--- src/rtl/sar_adc_ctrl_if.sv ---
// Host-side handshake bundle for the SAR ADC controller: enable, start,
// busy indication and the valid/ready result channel.
interface sar_adc_ctrl_if #(
  parameter int NBITS = 8
);
  logic             ena;
  logic             start;
  logic             busy;
  logic             valid;
  logic             ready;
  logic [NBITS-1:0] result;

  // Host / consumer side
  modport master (
    output ena,
    output start,
    output ready,
    input  busy,
    input  valid,
    input  result
  );

  // Controller side
  modport slave (
    input  ena,
    input  start,
    input  ready,
    output busy,
    output valid,
    output result
  );
endinterface

--- src/rtl/sar_adc_ctrl.sv ---
// Successive-approximation ADC controller. Tracks the input, then resolves
// one bit per trial from MSB to LSB using a synchronized comparator, and
// hands the final code to the consumer over a valid/ready handshake.
module sar_adc_ctrl #(
  parameter int NBITS      = 8,
  parameter int SAMPLE_CYC = 4,
  parameter int SETTLE_CYC = 2
) (
  input  logic             clk,
  input  logic             rst_n,
  sar_adc_ctrl_if.slave    bus,
  input  logic             cmp_in,
  output logic             sample,
  output logic [NBITS-1:0] dac_code
);

  localparam int              IW          = (NBITS > 1) ? $clog2(NBITS) : 1;
  // SAMPLE spends one entry cycle plus SAMPLE_CYC tracking cycles
  localparam logic [4:0]      SAMPLE_LAST = 5'(SAMPLE_CYC);
  // SETTLE spends SETTLE_CYC + 2 cycles, the 2 covering synchronizer delay
  localparam logic [4:0]      SETTLE_LAST = 5'(SETTLE_CYC + 1);
  localparam logic [IW-1:0]   TOP_BIT     = IW'(NBITS - 1);

  typedef enum logic [2:0] {
    IDLE   = 3'd0,
    SAMPLE = 3'd1,
    SETTLE = 3'd2,
    DECIDE = 3'd3,
    DONE   = 3'd4
  } state_t;

  state_t           state_r, state_s;
  logic [4:0]       cnt_r, cnt_s;
  logic [IW-1:0]    bit_r, bit_s;
  logic [NBITS-1:0] dac_r, dac_s;
  logic [NBITS-1:0] result_r, result_s;
  logic [NBITS-1:0] kept_s;
  logic             sample_r, sample_s;
  logic             valid_r, valid_s;
  logic             busy_r, busy_s;
  logic             cmp_meta_r;
  logic             cmp_s;

  // One-hot mask selecting bit idx of the trial code
  function automatic logic [NBITS-1:0] bit_mask(input logic [IW-1:0] idx);
    bit_mask = {{(NBITS-1){1'b0}}, 1'b1} << idx;
  endfunction

  // Two-flop synchronizer for the asynchronous comparator output
  always_ff @(posedge clk or negedge rst_n) begin
    if (!rst_n) begin
      cmp_meta_r <= 1'b0;
      cmp_s      <= 1'b0;
    end else begin
      cmp_meta_r <= cmp_in;
      cmp_s      <= cmp_meta_r;
    end
  end

  // FSM state register
  always_ff @(posedge clk or negedge rst_n) begin
    if (!rst_n) begin
      state_r <= IDLE;
    end else begin
      state_r <= state_s;
    end
  end

  // Next state and next values of all registered outputs and counters
  always_comb begin
    state_s  = state_r;
    cnt_s    = cnt_r;
    bit_s    = bit_r;
    dac_s    = dac_r;
    sample_s = sample_r;
    valid_s  = valid_r;
    result_s = result_r;
    kept_s   = '0;
    if (!bus.ena) begin
      // Abort: drop any partial conversion, result keeps its last value
      state_s  = IDLE;
      cnt_s    = 5'd0;
      bit_s    = '0;
      dac_s    = '0;
      sample_s = 1'b0;
      valid_s  = 1'b0;
    end else begin
      case (state_r)
        IDLE: begin
          cnt_s    = 5'd0;
          bit_s    = '0;
          dac_s    = '0;
          sample_s = 1'b0;
          valid_s  = 1'b0;
          if (bus.start) begin
            state_s = SAMPLE;
          end else begin
            state_s = IDLE;
          end
        end
        SAMPLE: begin
          if (cnt_r == SAMPLE_LAST) begin
            state_s  = SETTLE;
            cnt_s    = 5'd0;
            sample_s = 1'b0;
            bit_s    = TOP_BIT;
            dac_s    = bit_mask(TOP_BIT);
          end else begin
            cnt_s    = cnt_r + 5'd1;
            sample_s = 1'b1;
          end
        end
        SETTLE: begin
          if (cnt_r == SETTLE_LAST) begin
            state_s = DECIDE;
            cnt_s   = 5'd0;
          end else begin
            cnt_s   = cnt_r + 5'd1;
          end
        end
        DECIDE: begin
          // Keep the trial bit only if Vin >= Vdac
          if (cmp_s) begin
            kept_s = dac_r;
          end else begin
            kept_s = dac_r & ~bit_mask(bit_r);
          end
          if (bit_r != '0) begin
            state_s = SETTLE;
            bit_s   = bit_r - IW'(1);
            dac_s   = kept_s | bit_mask(bit_r - IW'(1));
          end else begin
            state_s  = DONE;
            result_s = kept_s;
            valid_s  = 1'b1;
            dac_s    = '0;
          end
        end
        DONE: begin
          if (bus.ready) begin
            state_s = IDLE;
            valid_s = 1'b0;
          end else begin
            state_s = DONE;
            valid_s = 1'b1;
          end
        end
        default: begin
          state_s  = IDLE;
          cnt_s    = 5'd0;
          bit_s    = '0;
          dac_s    = '0;
          sample_s = 1'b0;
          valid_s  = 1'b0;
        end
      endcase
    end
    busy_s = (state_s != IDLE);
  end

  // Datapath and output registers
  always_ff @(posedge clk or negedge rst_n) begin
    if (!rst_n) begin
      cnt_r    <= 5'd0;
      bit_r    <= '0;
      dac_r    <= '0;
      result_r <= '0;
      sample_r <= 1'b0;
      valid_r  <= 1'b0;
      busy_r   <= 1'b0;
    end else begin
      cnt_r    <= cnt_s;
      bit_r    <= bit_s;
      dac_r    <= dac_s;
      result_r <= result_s;
      sample_r <= sample_s;
      valid_r  <= valid_s;
      busy_r   <= busy_s;
    end
  end

  assign sample     = sample_r;
  assign dac_code   = dac_r;
  assign bus.busy   = busy_r;
  assign bus.valid  = valid_r;
  assign bus.result = result_r;

endmodule

--- src/flat_wrapper.sv ---
// flat-port wrapper written by rule: the top's interface ports become plain ports
module sar_adc_ctrl_flat 
#(
  parameter int NBITS      = 8,
  parameter int SAMPLE_CYC = 4,
  parameter int SETTLE_CYC = 2
)
  (clk, rst_n, cmp_in, sample, dac_code, bus_ena, bus_start, bus_ready, bus_busy, bus_valid, bus_result);
  sar_adc_ctrl_if #(.NBITS(NBITS)) bus_i ();
  input  logic clk;
  input  logic rst_n;
  input  logic cmp_in;
  output logic sample;
  output logic [NBITS-1:0] dac_code;
  input wire logic [$bits(bus_i.ena)-1:0] bus_ena;
  input wire logic [$bits(bus_i.start)-1:0] bus_start;
  input wire logic [$bits(bus_i.ready)-1:0] bus_ready;
  output wire logic [$bits(bus_i.busy)-1:0] bus_busy;
  output wire logic [$bits(bus_i.valid)-1:0] bus_valid;
  output wire logic [$bits(bus_i.result)-1:0] bus_result;
  assign bus_i.ena = bus_ena;
  assign bus_i.start = bus_start;
  assign bus_i.ready = bus_ready;
  assign bus_busy = bus_i.busy;
  assign bus_valid = bus_i.valid;
  assign bus_result = bus_i.result;
  sar_adc_ctrl #(.NBITS(NBITS), .SAMPLE_CYC(SAMPLE_CYC), .SETTLE_CYC(SETTLE_CYC)) u_core (.clk(clk), .rst_n(rst_n), .bus(bus_i), .cmp_in(cmp_in), .sample(sample), .dac_code(dac_code));
endmodule
--- config.mk ---
export PLATFORM = sky130hd
export DESIGN_NAME = sar_adc_ctrl_flat
export DESIGN_NICKNAME = d
export VERILOG_FILES = /design/src/rtl/sar_adc_ctrl_if.sv /design/src/rtl/sar_adc_ctrl.sv /design/src/flat_wrapper.sv
export SDC_FILE = /design/constraint.sdc
export NUM_CORES = 1
export LEC_CHECK = 0
export BUFFER_PORTS_ARGS = -buffer_cell sky130_fd_sc_hd__buf_2
export CORE_ASPECT_RATIO = 2
export CORE_MARGIN = 2
export CORE_UTILIZATION = 23
export DETAILED_ROUTE_END_ITERATION = 10
export RECOVER_POWER = 100
export SKIP_LAST_GASP = 1
export SLEW_MARGIN = 15
export SYNTH_ARGS = -nofsm -noshare
export SYNTH_HDL_FRONTEND = slang
export SYNTH_SLANG_ARGS = --single-unit
--- constraint.sdc ---
create_clock -name clk -period 2 [get_ports clk]
set_clock_uncertainty 0.2 [all_clocks]
set_input_delay 0.3 -clock clk [delete_from_list [all_inputs] [get_ports clk]]
set_output_delay 0.3 -clock clk [all_outputs]
set_load 0.03 [all_outputs]
After elaboration in Yosys (flattened, before gate mapping). Index checks and enable logic that the tools add are counted.

Register bits: 32. Input bits: 6. Output and inout port bits: 19. Word-level logic and storage cells: 71.

Add/sub/neg operators: 2. Equal/unequal tests: 13. Shift-type cells: 2. Mux-type cells: 29. Bitwise gates (word level): 4. Reduce and logical (&&, ||, !) cells: 11.

Operators by type and width (number): $mux 8 (6); $mux 3 (8); $pmux 8 s3 (1); $shl 1x3->8 const A (2); $mux 5 (3); $pmux 3 s5 (1); $pmux 5 s3 (1); $pmux 3 s3 (1); $and 8x8->8 (1); $ne 2x2->1 const B (4); $not 8->8 (1); $or 8x8->8 (1); $eq 3x2->1 const B (2); $mux 1 (6); $ne 3x2->1 const B (2); $reduce_and 3->1 (2); $reduce_bool 3->1 (2); $reduce_or 2->1 (3); $add 5x1->5 const B (1); $eq 5x2->1 const B (1); $eq 5x3->1 const B (1); $reduce_and 2->1 (2); $eq 3x1->1 const B (1); $eq 3x3->1 const B (1); 7 further kinds (7).

Depth between registers and ports, before layout.
Word-level depth: 10. Gate-level depth with buffers: 8. Mapped depth without buffers: 6.

Least setup slack after synthesis. No wires, ideal clock.

Path type: flip-flop to flip-flop. Start point: reg u_core.bit_r[0]. End point: reg u_core.result_r[6], in the netlist u_core.bus.result[6]. Library setup time: 0.136 ns. Arrival: 1.557 ns. Required time: 1.664 ns. Setup slack: 0.107 ns. Cell stages (with the launch flop): 8. Buffers on the path: 2. Period minus slack after synthesis: 1.893 ns. Cells stage by stage: dfrtp_1 > inv_1 > ha_1 > clkbuf_1 > and3b_1 > nand2_1 > clkbuf_1 > o21ai_0.

Word-level cells in the longest chain between the ends: 6. Elaborated cells on any way between the ends: 9. Those cells by class: shift (1); mux (3); bitwise (3); reduce/logical (2).

RTL lines: from (decl) (RTL line sar_adc_ctrl.sv:34) `logic [IW-1:0] bit_r, bit_s;`; from (signal assigned) (RTL line sar_adc_ctrl.sv:173) `bit_r <= bit_s;`; $shl 1x3->8 (RTL line sar_adc_ctrl.sv:46) `bit_mask = {{(NBITS-1){1'b0}}, 1'b1} << idx;`; $not 8->8 (RTL line sar_adc_ctrl.sv:126) `kept_s = dac_r & ~bit_mask(bit_r);`; $and 8x8->8 (RTL line sar_adc_ctrl.sv:126); $mux 8 (RTL line sar_adc_ctrl.sv:123) `if (cmp_s) begin`; $mux 8 (RTL line sar_adc_ctrl.sv:88) `case (state_r)`; $mux 8 (RTL line sar_adc_ctrl.sv:79) `if (!bus.ena) begin`; to (signal assigned) (RTL line sar_adc_ctrl.sv:175) `result_r <= result_s;`; to (decl) (RTL line sar_adc_ctrl.sv:36) `logic [NBITS-1:0] result_r, result_s;`.

Several ways; a longest one is shown, not always the timed one. The select of a mux whose other input is x is not followed. A chain may end at the register's enable or synchronous reset.

Worst setup path in the final report.
Start point: reg u_core.state_r[2]. End point: reg u_core.bit_r[0].

Word-level cells in the longest chain between the ends: 4. Elaborated cells on any way between the ends: 11. Those cells by class: eq/ne (7); mux (2); reduce/logical (2).

RTL lines: from (decl) (RTL line sar_adc_ctrl.sv:32) `state_t state_r, state_s;`; from (signal assigned) (RTL line sar_adc_ctrl.sv:65) `state_r <= state_s;`; $eq 3x2->1 or $eq 3x3->1 (tied branches) (RTL line sar_adc_ctrl.sv:88); $reduce_or 2->1 (no source line); $pmux 3 s3 or $ne 2x2->1 (tied branches); $mux 3 or $reduce_and 3->1 (tied branches).

Several ways; a longest one is shown, not always the timed one.

==> qor.yml <==
overflow: 0
power_density_nw_per_um2: 757
final_common_cell: "dfrtp_1"
postSynthCellCount: 191
ys.warnings.count: 0
start_kind: "flop"
area_delta_synth_final_pct: 24.6
final_cell_mix: "32 x dfrtp_1, 28 x nand2_1, 22 x clkbuf_1"
antenna_cells: 0
hold_viol: 0
synth_seq_area_share_pct: 44.3
arrival_ns: 1.89
drcViolationCount: 0
fin_util_pct: 29.6
clockBufferDepth: 2
async_reset_ff_share_pct: 100
die_width_um: 66.7
synth_edf_count: 0
synth_seq_cells: 32
whs_path_depth: 2
finalNetCount: 245
dr_total_vias: 1564
die_area_um2: 8630
hold_class: "in -> reg"
finalSetupViolCount: 0
ios: 25
numCtsBuffers: 5
rows: 45
antenna_found_initial: 0
wl_um: 4440
rr_startpoint: "u_core.state_r[2]"
cts-root-buf: "clkbuf_16"
clk_pin_slew_ns: 0.05
end_kind: "flop"
drt_iter0_drc: 69
r2r_cells: 5
hp-start: "bus_start"
min_to: "u_core.state_r[0]"
fill_cells: 832
hpwl_um: 3390
die-height_um: 129
cts_tree: "built"
slew_viol_final: 0
cts_sinks: 32
ys.flop_type: "dfrtp_1"
viasPerCell: 4.80
grt_max_degree: 33
tightest_slew_ns: 0.822
grt_usage_pct: 11.2
ant_nets: 0
cts_setup_buffers: 0
leakagePower_nw: 0.952
r2r_slack_ns: 0.07
drv_cap: 0
outcome: "finished clean"
timing.rr.end: "u_core.bit_r[0]"
peakVddDrop_mv: 0.382
grt_pass1_vias: 1553
crit_type: "reg -> reg"
syn_nets: 205
syn_avg_cell_area_um2: 9.47
holdWs_ns: 0.110
clk_latency_ns: 0.28
numPortBuffers: 24
rsz0062_at_grt: "true"
drive_above_1_share_pct: 14.2
synth_area_um2: 1810
initial_core_util_pct: 23.8
drt_first_pass_iters: 4
relSlewSlack_pct: 45.2
period_share_pct: 96.4
core_area_um2: 7600
grt_first_pass_wirelength_um: 7270
cp_data_required_time_ns: 1.96
post_drt_wl_per_cell_um: 13.6
synth_cell_type_count: 46
cp_max_fo: 9
fmax_mhz: 519
cts_htree_levels: 2
gp_congestion: 0.798
period_minus_slack_ns: 1.93
[where the power goes]
part / switching [W] / internal, W / total, W
logic: 0.000159 / 0.000109 / 0.000268
clock network: 0.000259 / 0.000495 / 0.000755
registers: 0.0000169 / 0.000667 / 0.000684
[metrics by stage]
step	std cells	area [um2]	TNS, ns	power, W	setup WS [ns]
floorplan	191	1810	0	0.000864	0.107
global placement	316	2130	0	0.000960	0.0692
detailed placement	316	2130	0	0.000964	0.0551
CTS	326	2290	0	0.00174	0.0394
global route	326	2250	-0.0226	0.00180	-0.0159
finish	326	2250	0	0.00171	0.0717
[cell usage after synthesis, types with 2 or more instances]
cell type / n / area (um2)
dfrtp_1: 32 / 801
nand2_1: 28 / 105
o21ai_0: 15 / 75.1
nor2_1: 13 / 48.8
a21oi_1: 12 / 60.1
ha_1: 8 / 100
inv_1: 8 / 30.0
o2bb2ai_1: 8 / 70.1
nand2b_1: 6 / 37.5
a221oi_1: 5 / 43.8
a22oi_1: 3 / 22.5
and2_1: 3 / 18.8
and3b_1: 3 / 26.3
buf_2: 3 / 15.0
clkbuf_1: 3 / 11.3
nor2b_1: 3 / 18.8
nor4b_1: 3 / 26.3
a21boi_0: 2 / 15.0
nand3_1: 2 / 10.0
nand3b_1: 2 / 15.0
nor3_1: 2 / 10.0
o22a_1: 2 / 17.5
or2_1: 2 / 12.5
[critical path, cell delays in order, from the launching register on]
cell and delay (ns):
dfrtp_1 0.44, and4bb_2 0.29, or2_1 0.26, or2_4 0.26
clkbuf_2 0.17, o22a_1 0.18
[layer usage]
layer	global-route usage, %	up-vias	part of all wire [%]
met5	0	-	0
met4	6.36	0	3.0
met3	2.95	10	3.5
met2	21.1	28	56
met1	10.5	762	38
li1	-	764	-
[cell families (layout without fill, tap and decap cells)]
kind of cell	after synthesis	in the layout	synth area share [%]
AND/OR/NAND/NOR	76	76	23.4
AO/OA/AOI/OAI	57	57	21.5
flip-flops	32	32	44.3
buffers and inverters	16	57	4.15
adder cells (fa/ha/maj)	8	8	5.53
XOR/XNOR	1	1	0.484
multiplexers	1	1	0.622
[cell type report]
type	count	area, um2	area share [%]
multi-input combinational	143	938	41.6
sequential	32	801	35.5
timing repair buffer	41	220	9.77
clock buffer	8	146	6.50
tap	94	118	5.22
inverter	8	30.0	1.33
[how the worst max path moves through the flow]
stage / from / endpoint / slack, ns / depth (start not counted)
finish: u_core.state_r[2] / u_core.bit_r[0] / 0.07 / 5
global route: u_core.cnt_r[0] / u_core.cnt_r[2] / -0.02 / 5
CTS: u_core.cnt_r[0] / u_core.bus.busy / 0.04 / 6
detailed placement: u_core.cnt_r[1] / u_core.bus.busy / 0.06 / 6
global placement: u_core.cnt_r[0] / u_core.bus.busy / 0.07 / 6
floorplan: u_core.bit_r[0] / u_core.bus.result[6] / 0.11 / 7
[flip-flops by register name, summed over array words and instances (netlist names)]
register and flops:
u_core.cmp_s 1, u_core.cmp_meta_r 1, u_core.bus.busy 1, u_core.sample 1
u_core.cnt_r 5, u_core.bus.result 8, u_core.dac_code 8, u_core.bus.valid 1
u_core.state_r 3, u_core.bit_r 3
[timing repair]
item,4_1_cts,5_1_grt
gates resized for setup,0,3
hold endpoints to repair,33,0
setup endpoints to repair,0,6
hold buffers,2,0
Power figures use the tool's default switching activity.
